<file path="src/rtl/gf16sq_inv_seq_pkg.sv">
// -----------------------------------------------------------------------------
// gf16sq_inv_seq_pkg
//   Shared definitions for the sequential GF((2^4)^2) inverter.
//   - LAMBDA_DEFAULT : norm constant of the extension polynomial y^2 + y + LAMBDA
//   - GF16_MODULUS   : GF(2^4) reduction polynomial x^4 + x + 1
//   - state_e        : inverter FSM states
//   - gf16_xtime     : multiply-by-x in GF(2^4), the building block for the
//                      shared multiplier and for scaling by a constant
// -----------------------------------------------------------------------------
package gf16sq_inv_seq_pkg;

    localparam logic [3:0] LAMBDA_DEFAULT = 4'b1100;
    localparam logic [4:0] GF16_MODULUS   = 5'b1_0011;

    typedef enum logic [2:0] {
        S_IDLE  = 3'd0,
        S_DELTA = 3'd1,
        S_INV   = 3'd2,
        S_MULH  = 3'd3,
        S_MULL  = 3'd4,
        S_OUT   = 3'd5
    } state_e;

    // a * x mod (x^4 + x + 1): shift left, fold the carried-out x^4 back in.
    function automatic logic [3:0] gf16_xtime(input logic [3:0] a);
        logic [3:0] r;
        r = {a[2:0], 1'b0};
        if (a[3]) begin
            r = r ^ GF16_MODULUS[3:0];
        end
        return r;
    endfunction

endpackage : gf16sq_inv_seq_pkg

</file>
<file path="src/rtl/gf16sq_inv_seq_mul.sv">
// -----------------------------------------------------------------------------
// gf16_mul
//   Combinational 4x4 multiplier in GF(2^4), modulus x^4 + x + 1.
//   Ports:
//     a_i [3:0] : multiplicand
//     b_i [3:0] : multiplier
//     p_o [3:0] : product a_i * b_i
// -----------------------------------------------------------------------------
module gf16_mul
    import gf16sq_inv_seq_pkg::*;
(
    input  logic [3:0] a_i,
    input  logic [3:0] b_i,
    output logic [3:0] p_o
);

    // Shift-and-add: accumulate a*x^i for every set bit i of b.
    always_comb begin
        logic [3:0] sh;
        sh  = a_i;
        p_o = '0;
        for (int i = 0; i < 4; i++) begin
            if (b_i[i]) begin
                p_o = p_o ^ sh;
            end
            sh = gf16_xtime(sh);
        end
    end

endmodule : gf16_mul

</file>
<file path="src/rtl/gf16sq_inv_seq.sv">
// -----------------------------------------------------------------------------
// gf16sq_inv_seq
//   Sequential inverter in GF((2^4)^2) with extension polynomial
//   y^2 + y + LAMBDA over GF(2^4) (x^4 + x + 1). The operand is ah*y + al.
//     d  = LAMBDA*ah^2 ^ ah*al ^ al^2
//     d' = d^-1 (0 maps to 0)
//     ih = ah*d',  il = (ah^al)*d'
//   All three general products go through a single gf16_mul instance, one per
//   FSM state. A zero operand falls out as a zero result because d = 0 and
//   0^-1 = 0.
//
//   Ports:
//     clk       : clock, rising edge
//     rst_n     : asynchronous active-low reset
//     in_valid  : operand offered
//     in_ready  : high only in IDLE; accept on in_valid && in_ready
//     ah, al    : operand high/low nibbles
//     out_valid : result available (OUT state)
//     out_ready : consumer takes result on out_valid && out_ready
//     ih, il    : inverse high/low nibbles, held stable while out_valid
// -----------------------------------------------------------------------------
module gf16sq_inv_seq
    import gf16sq_inv_seq_pkg::*;
#(
    parameter logic [3:0] LAMBDA = LAMBDA_DEFAULT
) (
    input  logic       clk,
    input  logic       rst_n,
    input  logic       in_valid,
    output logic       in_ready,
    input  logic [3:0] ah,
    input  logic [3:0] al,
    output logic       out_valid,
    input  logic       out_ready,
    output logic [3:0] ih,
    output logic [3:0] il
);

    // -------------------------------------------------------------------------
    // Local GF(2^4) helpers (linear / table logic, no general multiplier)
    // -------------------------------------------------------------------------

    // Squaring is linear over GF(2): a^2 = a3(x^3+x^2) + a2(x+1) + a1 x^2 + a0.
    function automatic logic [3:0] gf16_sq(input logic [3:0] a);
        return {a[3], a[3] ^ a[1], a[2], a[2] ^ a[0]};
    endfunction

    // Scaling by the elaboration-time constant LAMBDA collapses to XORs.
    function automatic logic [3:0] gf16_scale_lambda(input logic [3:0] a);
        logic [3:0] sh;
        logic [3:0] r;
        sh = a;
        r  = '0;
        for (int i = 0; i < 4; i++) begin
            if (LAMBDA[i]) begin
                r = r ^ sh;
            end
            sh = gf16_xtime(sh);
        end
        return r;
    endfunction

    // Multiplicative inverse table; 0 maps to 0 so a zero operand needs no
    // special handling downstream.
    function automatic logic [3:0] gf16_inv(input logic [3:0] a);
        logic [3:0] r;
        case (a)
            4'h1:    r = 4'h1;
            4'h2:    r = 4'h9;
            4'h3:    r = 4'hE;
            4'h4:    r = 4'hD;
            4'h5:    r = 4'hB;
            4'h6:    r = 4'h7;
            4'h7:    r = 4'h6;
            4'h8:    r = 4'hF;
            4'h9:    r = 4'h2;
            4'hA:    r = 4'hC;
            4'hB:    r = 4'h5;
            4'hC:    r = 4'hA;
            4'hD:    r = 4'h4;
            4'hE:    r = 4'h3;
            4'hF:    r = 4'h8;
            default: r = 4'h0;
        endcase
        return r;
    endfunction

    // -------------------------------------------------------------------------
    // State and datapath registers
    // -------------------------------------------------------------------------
    state_e     state_q, state_d;
    logic [3:0] ah_q, ah_d;
    logic [3:0] al_q, al_d;
    logic [3:0] d_q, d_d;
    logic [3:0] dinv_q, dinv_d;
    logic [3:0] ih_q, ih_d;
    logic [3:0] il_q, il_d;

    logic [3:0] mul_a;
    logic [3:0] mul_b;
    logic [3:0] mul_p;

    always_ff @(posedge clk or negedge rst_n) begin
        if (!rst_n) begin
            state_q <= S_IDLE;
            ah_q    <= '0;
            al_q    <= '0;
            d_q     <= '0;
            dinv_q  <= '0;
            ih_q    <= '0;
            il_q    <= '0;
        end else begin
            state_q <= state_d;
            ah_q    <= ah_d;
            al_q    <= al_d;
            d_q     <= d_d;
            dinv_q  <= dinv_d;
            ih_q    <= ih_d;
            il_q    <= il_d;
        end
    end

    // -------------------------------------------------------------------------
    // Shared multiplier and its operand steering. Kept in its own process so
    // the product never feeds back into the block that selects its operands.
    // -------------------------------------------------------------------------
    always_comb begin
        mul_a = '0;
        mul_b = '0;
        case (state_q)
            S_DELTA: begin
                mul_a = ah_q;
                mul_b = al_q;
            end
            S_MULH: begin
                mul_a = ah_q;
                mul_b = dinv_q;
            end
            S_MULL: begin
                mul_a = ah_q ^ al_q;
                mul_b = dinv_q;
            end
            default: begin
                mul_a = '0;
                mul_b = '0;
            end
        endcase
    end

    gf16_mul u_mul (
        .a_i (mul_a),
        .b_i (mul_b),
        .p_o (mul_p)
    );

    // -------------------------------------------------------------------------
    // FSM next state and register updates. Each compute state lasts exactly
    // one cycle; only IDLE looks at the input side, only OUT at out_ready.
    // -------------------------------------------------------------------------
    always_comb begin
        state_d   = state_q;
        ah_d      = ah_q;
        al_d      = al_q;
        d_d       = d_q;
        dinv_d    = dinv_q;
        ih_d      = ih_q;
        il_d      = il_q;
        in_ready  = 1'b0;
        out_valid = 1'b0;

        case (state_q)
            S_IDLE: begin
                in_ready = 1'b1;
                if (in_valid) begin
                    ah_d    = ah;
                    al_d    = al;
                    state_d = S_DELTA;
                end
            end
            S_DELTA: begin
                d_d     = gf16_scale_lambda(gf16_sq(ah_q)) ^ mul_p ^ gf16_sq(al_q);
                state_d = S_INV;
            end
            S_INV: begin
                dinv_d  = gf16_inv(d_q);
                state_d = S_MULH;
            end
            S_MULH: begin
                ih_d    = mul_p;
                state_d = S_MULL;
            end
            S_MULL: begin
                il_d    = mul_p;
                state_d = S_OUT;
            end
            S_OUT: begin
                out_valid = 1'b1;
                if (out_ready) begin
                    state_d = S_IDLE;
                end
            end
            default: begin
                state_d = S_IDLE;
            end
        endcase
    end

    assign ih = ih_q;
    assign il = il_q;

endmodule : gf16sq_inv_seq
</file>
<file path="config.mk">
export PLATFORM = sky130hd
export DESIGN_NAME = gf16sq_inv_seq
export DESIGN_NICKNAME = d
export VERILOG_FILES = /design/src/rtl/gf16sq_inv_seq_pkg.sv /design/src/rtl/gf16sq_inv_seq_mul.sv /design/src/rtl/gf16sq_inv_seq.sv
export SDC_FILE = /design/constraint.sdc
export NUM_CORES = 1
export LEC_CHECK = 0
export BUFFER_PORTS_ARGS = -buffer_cell sky130_fd_sc_hd__buf_2
export CORE_MARGIN = 4
export CORE_UTILIZATION = 45
export CTS_CLUSTER_SIZE = 8
export DETAILED_ROUTE_END_ITERATION = 8
export GPL_TIMING_DRIVEN = 0
export HOLD_SLACK_MARGIN = 0.15
export PLACE_DENSITY = 0.64
export SYNTH_ARGS = -nofsm -noshare
export SYNTH_HDL_FRONTEND = slang
export SYNTH_SLANG_ARGS = --single-unit
</file>
<file path="constraint.sdc">
create_clock -name clk -period 2.5 [get_ports clk]
set_clock_uncertainty 0.1 [all_clocks]
set_input_delay 0.125 -clock clk [delete_from_list [all_inputs] [get_ports clk]]
set_output_delay 0.125 -clock clk [all_outputs]
set_load 0.02 [all_outputs]
</file>
==> summary.md <==
| Metric | Value |
|---|---|
| Die area | roughly 5400 sq um |
| Worst R2R Start | ah_q[2] |
| N_diodes | 0 |
| Synth unique cells | between 40 and 50 |
| FP Rows | 23 |
| Fin crit period | 2.35 ns |
| R2R Setup Slk | 0.15 ns |
| Total congestion overflow | 0 |
| Initial Util | between 40% and 50% |
| Final hold viol count | 0 |
| Design Power | approximately 3.4 mW |
| Reg-to-reg critical path endpoint | d_q[2] |
| TritonCTS buffer count | 3 |
| Final HPWL DP | about 2800 um |
| R2R depth | 8 |
| GP Congestion | ~0.75 |
| Layout cell share with drive strength beyond 1 | between 20% and 30% |
| Hold slack | 0.292 ns |
| Worst-path clk slew | about 0.09 ns |
| Final setup fails | 0 |
| Cell Pwr Density | ~1500 nW/um^2 |
| CP arrival | around 2.5 ns |
| Outcome | complete, no violations |
| Top cell type's share of synthesized area | 35.2% |
| Worst-Skew Late Latency | roughly 0.27 ns |
| Fin crit share | between 90% and 100% |
| Worst-path maximum fanout | 7 |
| Max Slew Vio Count | 0 |
| Leak Pwr | approximately 1 nW |
| Post-synth EDFFs | 0 |
| Routed Antenna Nets | 0 |
| Synthesis Warnings | 0 |
| Die Ht | between 70 and 80 um |
| RSZ-0062 raised after global routing | false |
| Wirelength per Cell | 14.0 um |
| Gate Count Post-Synth | between 150 and 200 |
| Largest net degree at the start of global routing | 28 |
| Initial antenna violation count | 0 |
| Iter 0 DRT Violations | 88 |
| Fmax | 426 MHz |
| Critical path startpoint category | register |
| Syn_nets | 215 |
| Port buffer count | 21 |
| Ports | 22 |
| Seq/Total Area, Yosys | a little over a third |
| Total GRT Usage | ~17% |
| Async SR Flop Fraction | between 90% and 100% |
| Nets | between 200 and 300 |
| # DRC | 0 |
| Path category of the worst min-delay check | input pin to async pin |
| Pre-Repair DR Iteration Count | 4 |
| CTS tree | yes |
| Mapped Avg Cell Area | between 9 and 10 sq um |
| Area grow syn2layout | 20.6% |
| Vias in the first global route | between 1000 and 1500 |
| H-tree Lvls | 1 |
| Top cells by area, synth | dfrtp_1 (35%), xnor2_1 (6.9%), nand2_1 (5.7%) |
| WP data required | around 2.6 ns |
| Worst-Margin Slew | between 0.6 and 0.7 ns |
| Root Driver | clkbuf_8 |
| Via Count | 1482 |
| Worst setup EP type | register |
| Core Region | 4060 sq um |
| FILL cells | 364 |
| Synth Cell Area | roughly 1900 sq um |
| Worst vdd ir | roughly 0.53 mV |
| Slew headroom | between 50% and 60% |
| Top FF cell, synth | dfrtp_1 |
| Via density | 5.24 |
| Max_cap viols | 0 |
| Top cell type by total area after synthesis | dfrtp_1 |
| CP Class | register to register |
| Final Util | a little under three fifths |
| Clock Sinks | 27 |
| Die W | 73.3 um |
| Yosys reg bits | 27 |
| Clock buffer depth | 2 |
| Total Routed Length | slightly below 4000 um |
| Global-route wire length before repair | 7060 um |
==> logic make-up after synthesis <==
group | synth area share [%]
buf+inv | 5.35
compound gates | 17.1
flops | 35.2
xor+xnor | 14.2
simple gates | 14.6
mux | 9.01
fa+ha+maj | 4.57
==> cells in the mapped netlist, types with 2 or more instances <==
library cell,n
and2_1,3
nor2_1,11
buf_6,4
xnor3_1,2
mux2i_1,6
o211ai_1,2
dfrtp_1,27
nor2b_1,2
o22ai_1,4
xor2_1,9
o2bb2ai_1,3
a32oi_1,3
nand2_2,2
inv_1,5
o21ai_0,13
a21oi_1,6
xnor2_1,15
nand2b_1,3
clkbuf_1,5
a22o_1,3
ha_1,7
nand2_1,29
buf_2,4
o21ai_1,2
mux2_2,8
==> layout make-up <==
class | instances | area (sq um) | share of cell area, %
Multi-Input combinational cell | 151 | 1190 | 51.3
Timing Repair Buffer | 34 | 243 | 10.5
Tap cell | 50 | 62.6 | 2.71
Clock inverter | 1 | 5.00 | 0.216
Inverter | 5 | 18.8 | 0.812
Sequential cell | 27 | 676 | 29.2
Buffer | 12 | 80.1 | 3.46
Clock buffer | 3 | 41.3 | 1.79
==> critical path, stage by stage (launching register included) <==
cell,delay [ns]
dfrtp_1,0.36
buf_2,0.17
xor2_1,0.37
a22o_1,0.31
xnor2_1,0.15
o22ai_1,0.11
a21oi_2,0.16
xnor3_1,0.43
o21ai_1,0.12
==> worst max-delay path by stage <==
stage          cells past startpoint        from       to
6_report                           8     ah_q[2]   d_q[2]
5_1_grt                           10  state_q[1]   d_q[1]
4_1_cts                            9  state_q[1]   d_q[3]
3_3_place_gp                       8  state_q[1]   d_q[3]
3_5_place_dp                       8  state_q[1]   d_q[3]
2_1_floorplan                      6  state_q[1]  ah_q[0]
==> flip-flops by register name, indices dropped and copies added, names as in the netlist <==
name	count
dinv_q	4
al_q	4
d_q	4
il	4
state_q	3
ih	4
ah_q	4
==> power by group <==
part,switching [mW],internal [mW]
clock network,0.133,0.112
registers,0.191,0.643
logic,1.25,1.06
total,1.57,1.81
==> routing by layer <==
metal  up-vias  global-route usage [%]  part of all wire [%]
met5         -                       0                     0
met2        10                    26.8                    48
li1        749                       -                     -
met1       716                    24.0                    49
met3         7                    2.60                   1.5
met4         0                    5.33                   1.6
==> stage by stage <==
step	instance area (sq um)	TNS (ns)	std cells	worst slack, ns
floorplan	1920	0	196	0.260
detailed placement	2080	-0.0101	267	-0.0101
global placement	2080	-0.00828	267	-0.00828
global route	2310	0	283	0.0145
finish	2310	0	283	0.152
CTS	2270	0	283	0.0836
==> what timing repair did <==
action / in CTS / in global routing
resized for setup: 1 / 7
pin swaps: 1 / 4
setup buffers: 1 / 1
endpoints found under the hold margin: 37 / 0
endpoints found under the setup margin: 1 / 6
hold buffers: 11 / 0
==> layout by cell type, fill, tap and decap left out, types with 5 or more instances in the layout <==
cell type / n
inv_1: 5
mux2i_1: 6
dlygate4sd3_1: 11
o21ai_0: 12
dfrtp_1: 27
ha_1: 7
nand2_1: 29
buf_2: 25
nor2_1: 11
a21oi_1: 6
xor2_1: 8
xnor2_1: 14
mux2_2: 8
(Power assumes the default switching activity.)
